--- config.mk ---
export PLATFORM = sky130hd
export DESIGN_NAME = particle_updater
export DESIGN_NICKNAME = d
export VERILOG_FILES = /design/src/rtl/particle_updater.sv
export SDC_FILE = /design/constraint.sdc
export NUM_CORES = 1
export LEC_CHECK = 0
export BUFFER_PORTS_ARGS = -buffer_cell sky130_fd_sc_hd__buf_2
export CAP_MARGIN = 20
export CORE_ASPECT_RATIO = 0.7
export CORE_UTILIZATION = 40
export DETAILED_ROUTE_END_ITERATION = 8
export GPL_ROUTABILITY_DRIVEN = 0
export PLACE_DENSITY = 0.64
export SLEW_MARGIN = 25
export SYNTH_ARGS = -nofsm -noshare
export SYNTH_HDL_FRONTEND = slang
export SYNTH_SLANG_ARGS = --single-unit
--- constraint.sdc ---
create_clock -name clk_in -period 4.3 [get_ports clk_in]
set_clock_uncertainty 0.15 [all_clocks]
set_input_delay 0.215 -clock clk_in [delete_from_list [all_inputs] [get_ports clk_in]]
set_output_delay 0.215 -clock clk_in [all_outputs]
set_load 0.1 [all_outputs]
--- src/rtl/particle_updater.sv ---
// Single-particle physics step: gravity on velocity, position integration,
// floor/ceiling bounce with damping, then one write-back to particle memory.
module particle_updater #(
  parameter int ADDR_WIDTH            = 2,
  parameter int DATA_WIDTH            = 16,
  parameter int PARTICLE_COUNTER_SIZE = 2,
  parameter int GRAVITY               = 1,
  parameter int POS_MAX               = 200,
  parameter int DAMP_SHIFT            = 1
) (
  input  logic                             clk_in,
  input  logic                             rst_n,
  input  logic                             trigger_update,
  input  logic [DATA_WIDTH-1:0]            particle_in,
  input  logic [PARTICLE_COUNTER_SIZE-1:0] particle_idx,
  output logic [ADDR_WIDTH-1:0]            addr_out,
  output logic [DATA_WIDTH-1:0]            mem_out,
  output logic                             mem_enable,
  output logic                             mem_write_enable,
  output logic                             update_finished,
  output logic                             busy
);

  localparam int HW   = DATA_WIDTH / 2;
  localparam int SW   = HW + 2;
  localparam int VMIN = -(2 ** (HW - 1));
  localparam int VMAX = (2 ** (HW - 1)) - 1;

  typedef enum logic [2:0] {IDLE, VEL, POS, WRITE, DONE} state_t;

  state_t state, next_state;

  logic [DATA_WIDTH-1:0]            part_q;
  logic [PARTICLE_COUNTER_SIZE-1:0] idx_q;
  logic signed [HW-1:0]             v1_q;
  logic [DATA_WIDTH-1:0]            res_q;

  logic signed [HW-1:0]  v_in;
  int                    v_dec;
  logic signed [HW-1:0]  v1_next;
  logic signed [SW-1:0]  s_sum;
  logic signed [HW:0]    v1_ext;
  logic [HW:0]           v1_abs;
  logic [HW:0]           v1_mag;
  logic [DATA_WIDTH-1:0] res_next;

  // State register
  always_ff @(posedge clk_in or negedge rst_n) begin
    if (!rst_n) state <= IDLE;
    else        state <= next_state;
  end

  // Next-state logic; DONE stays until the done pulse has been emitted so
  // that the pulse cycle still reads as busy and IDLE is reached one edge later.
  always_comb begin
    next_state = state;
    busy       = (state != IDLE);
    case (state)
      IDLE:    if (trigger_update) next_state = VEL;
      VEL:     next_state = POS;
      POS:     next_state = WRITE;
      WRITE:   next_state = DONE;
      DONE:    if (update_finished) next_state = IDLE;
      default: next_state = IDLE;
    endcase
  end

  // Gravity with saturation, integration, and bounce resolution
  always_comb begin
    v_in   = part_q[HW-1:0];
    v_dec  = int'(v_in) - GRAVITY;
    if (v_dec < VMIN)      v1_next = HW'(VMIN);
    else if (v_dec > VMAX) v1_next = HW'(VMAX);
    else                   v1_next = HW'(v_dec);

    s_sum  = $signed({2'b00, part_q[DATA_WIDTH-1:HW]}) + SW'(v1_q);
    v1_ext = (HW + 1)'(v1_q);
    v1_abs = v1_ext[HW] ? (HW + 1)'(-v1_ext) : (HW + 1)'(v1_ext);
    v1_mag = v1_abs >> DAMP_SHIFT;

    if (s_sum[SW-1])
      res_next = {HW'(0), v1_mag[HW-1:0]};
    else if (s_sum > SW'(POS_MAX))
      res_next = {HW'(POS_MAX), HW'(-v1_mag)};
    else
      res_next = {s_sum[HW-1:0], v1_q};
  end

  // Datapath registers and registered memory/handshake outputs
  always_ff @(posedge clk_in or negedge rst_n) begin
    if (!rst_n) begin
      part_q           <= '0;
      idx_q            <= '0;
      v1_q             <= '0;
      res_q            <= '0;
      addr_out         <= '0;
      mem_out          <= '0;
      mem_enable       <= 1'b0;
      mem_write_enable <= 1'b0;
      update_finished  <= 1'b0;
    end else begin
      mem_enable       <= 1'b0;
      mem_write_enable <= 1'b0;
      update_finished  <= 1'b0;
      case (state)
        IDLE: if (trigger_update) begin
          part_q <= particle_in;
          idx_q  <= particle_idx;
        end
        VEL:   v1_q  <= v1_next;
        POS:   res_q <= res_next;
        WRITE: begin
          mem_enable       <= 1'b1;
          mem_write_enable <= 1'b1;
          addr_out         <= ADDR_WIDTH'(idx_q);
          mem_out          <= res_q;
        end
        DONE:  update_finished <= !update_finished;
        default: ;
      endcase
    end
  end

endmodule

==> results.py <==
metrics = {
    "run_status": {
        "status": "complete, no violations",
    },
    "yosys": {
        "syn_inst": 390,
        "syn_area_um2": 3660,
        "yosysMostFrequentCell": "nand2_1",
        "netlist.area_leader.share": 0.444,
        "synth_area_leaders": "dfrtp_1 44%, nand2_1 8.9%, mux2_2 4.9%, ha_1 4.1%, xnor2_1 3.3%",
        "yosysWarningCount": 0,
        "synth-main-ff-cell": "dfrtp_1",
        "synth_edf_count": 0,
        "yosysUniqueCellTypes": 68,
        "synth_commonest_cells": "87 x nand2_1, 65 x dfrtp_1, 22 x o21ai_0, 17 x nor2_1, 16 x mux2_2",
        "syn_nets": 424,
        "avgSynthCellArea_um2": 9.39,
        "synth_top_area_cell": "dfrtp_1",
        "synthArstFlopShare": 1.00,
        "ys_ff_latch": 65,
        "yosysSeqAreaShare": 0.444,
    },
    "min_path": {
        "hold_path.class": "register to register",
    },
    "global_route": {
        "grt.total_usage": 0.204,
        "grt_max_degree": 35,
        "antenna_found_initial": 0,
        "grt_pass1_wl_um": 14500,
        "grt_pass1_vias": 2872,
        "overflow": 0,
    },
    "floorplanning": {
        "dieWidth_um": 116,
        "ioPinCount": 43,
        "start_util": 0.423,
        "dieArea_um2": 9550,
        "coreArea_um2": 8650,
        "die_h_um": 82.1,
        "fp-row-count": 28,
    },
    "layout": {
        "area_growth_pct": 22.3,
        "finalNonFillerCells": 570,
        "num-fill-cells": 796,
        "insertedDiodeCount": 0,
        "drive_gt1_frac": 0.209,
        "final_nets": 479,
    },
    "timing": {
        "max_slew_margin": 0.492,
        "slew_violations": 0,
        "period_minus_slack_ps": 3600,
        "hold_slack_ps": 316,
        "worst_slack_ps": 698,
        "worst_pin_slew_ps": 762,
        "finalSetupViolCount": 0,
        "rsz0062_at_grt": "no",
        "hold_violations": 0,
        "fin_setup_tns_ps": 0,
        "period_share": 0.838,
        "max_freq_mhz": 278,
    },
    "route": {
        "vias": 3064,
        "postRouteAntennaNets": 0,
        "wl_um": 8860,
        "drt_first_iter_violations": 213,
        "drc_errors": 0,
        "wl_per_cell_um": 15.5,
        "dr.pass1.iters": 4,
        "vias_per_cell": 5.38,
    },
    "clocking": {
        "clockBufferDepth": 2,
        "cts_sinks": 65,
        "cts_tree": "built",
        "clockRootBuffer": "clkbuf_16",
        "cts_resized": 0,
        "clk_pin_slew_ps": 60,
        "worstSkewPairLatency_ps": 340,
        "h-tree-depth": 3,
        "cts_buffers": 9,
    },
    "placement": {
        "post-place-ws_ps": 694,
        "dp_hpwl_um": 6270,
        "place_inst": 534,
        "io_buffers": 42,
    },
    "critical_path": {
        "arrival_ps": 3720,
        "crit_required_ps": 4420,
        "cp-end-kind": "register",
        "start_kind": "register",
        "crit_path_max_fanout": 15,
        "crit_type": "register to register",
    },
    "run": {
        "drv_cap": 0,
    },
}
==> flip-flops by register name, indices dropped and copies added, names as in the netlist, 2 cells and up <==
register  flops
idx_q         2
res_q        16
v1_q          8
state         3
mem_out      16
part_q       16
addr_out      2
==> timing repair <==
action	in CTS	in global routing
hold buffers	20	0
endpoints found under the hold margin	50	0
setup endpoints to repair	0	0
setup buffers	0	0
==> final cells by class <==
cell class,count,area (µm²),area share
Multi-Input combinational cell,292,1890,0.423
Sequential cell,65,1630,0.363
Timing Repair Buffer,66,440,0.0983
Clock buffer,10,239,0.0533
Tap cell,120,150,0.0335
Clock inverter,6,90.1,0.0201
Inverter,11,41.3,0.00922
==> cell usage in the layout, fill, tap and decap left out, types with 3 or more instances in the layout <==
cell type	n
inv_1	10
nor2b_1	4
o31ai_1	4
a21oi_1	14
ha_1	12
xor2_1	5
o21a_1	6
nand2_1	87
clkbuf_16	9
dfrtp_1	65
nor2_1	17
o21ai_0	22
dlygate4sd3_1	20
buf_2	42
o31a_1	3
a31oi_1	5
a21o_1	9
nor3_1	12
mux2_2	16
nand3_1	6
or3_1	3
xnor2_1	14
o211ai_1	3
buf_4	4
==> logic make-up after synthesis <==
family | count (synthesis) | synth area share
multiplexers | 18 | 0.0550
AND/OR/NAND/NOR | 151 | 0.191
XOR/XNOR | 19 | 0.0454
AO/OA/AOI/OAI | 91 | 0.179
adder cells (fa/ha/maj) | 13 | 0.0464
flip-flops | 65 | 0.444
buffers and inverters | 33 | 0.0393
==> metrics by stage <==
| stage | util | instance area (µm²) |
|---|---|---|
| 3_3_place_gp | 0.457 | 3950 |
| 2_1_floorplan | - | 3660 |
| 6_report | 0.518 | 4480 |
| 5_1_grt | 0.518 | 4480 |
| 4_1_cts | 0.518 | 4480 |
| 3_5_place_dp | 0.457 | 3950 |
==> final timing paths <==
kind                            depth (start not counted)          end      start  slack (ps)
worst min register to register                          2  mem_out[11]  res_q[11]         320
worst max-delay path                                    9     res_q[2]    v1_q[0]         700
min in group asynchronous                               2     idx_q[1]      rst_n         340
worst min-delay path                                    2  mem_out[11]  res_q[11]         320
worst max register to register                          9     res_q[2]    v1_q[0]         700
max in group asynchronous                               3     state[2]      rst_n        2760
==> per-layer routing <==
| layer | global-route usage | vias to the layer above | wire length (µm) | part of all wire |
|---|---|---|---|---|
| met1 | 0.282 | 1463 | 4420 | 0.50 |
| met2 | 0.301 | 97 | 3730 | 0.42 |
| met4 | 0.0833 | 0 | 188 | 0.021 |
| li1 | - | 1481 | - | - |
| met3 | 0.0539 | 23 | 527 | 0.059 |
| met5 | 0 | - | 0 | 0 |
==> critical path, stage by stage (launching register included) <==
cell	delay (ps)
dfrtp_1	490
ha_1	260
fa_1	400
a21o_1	210
a221oi_2	310
o22ai_1	160
a21o_1	190
a21oi_2	470
or2_0	590
o221a_2	310
Power is left out: the tool's default activity adds up to more than one toggle a clock period on the data nets, which glitch-free logic cannot reach.
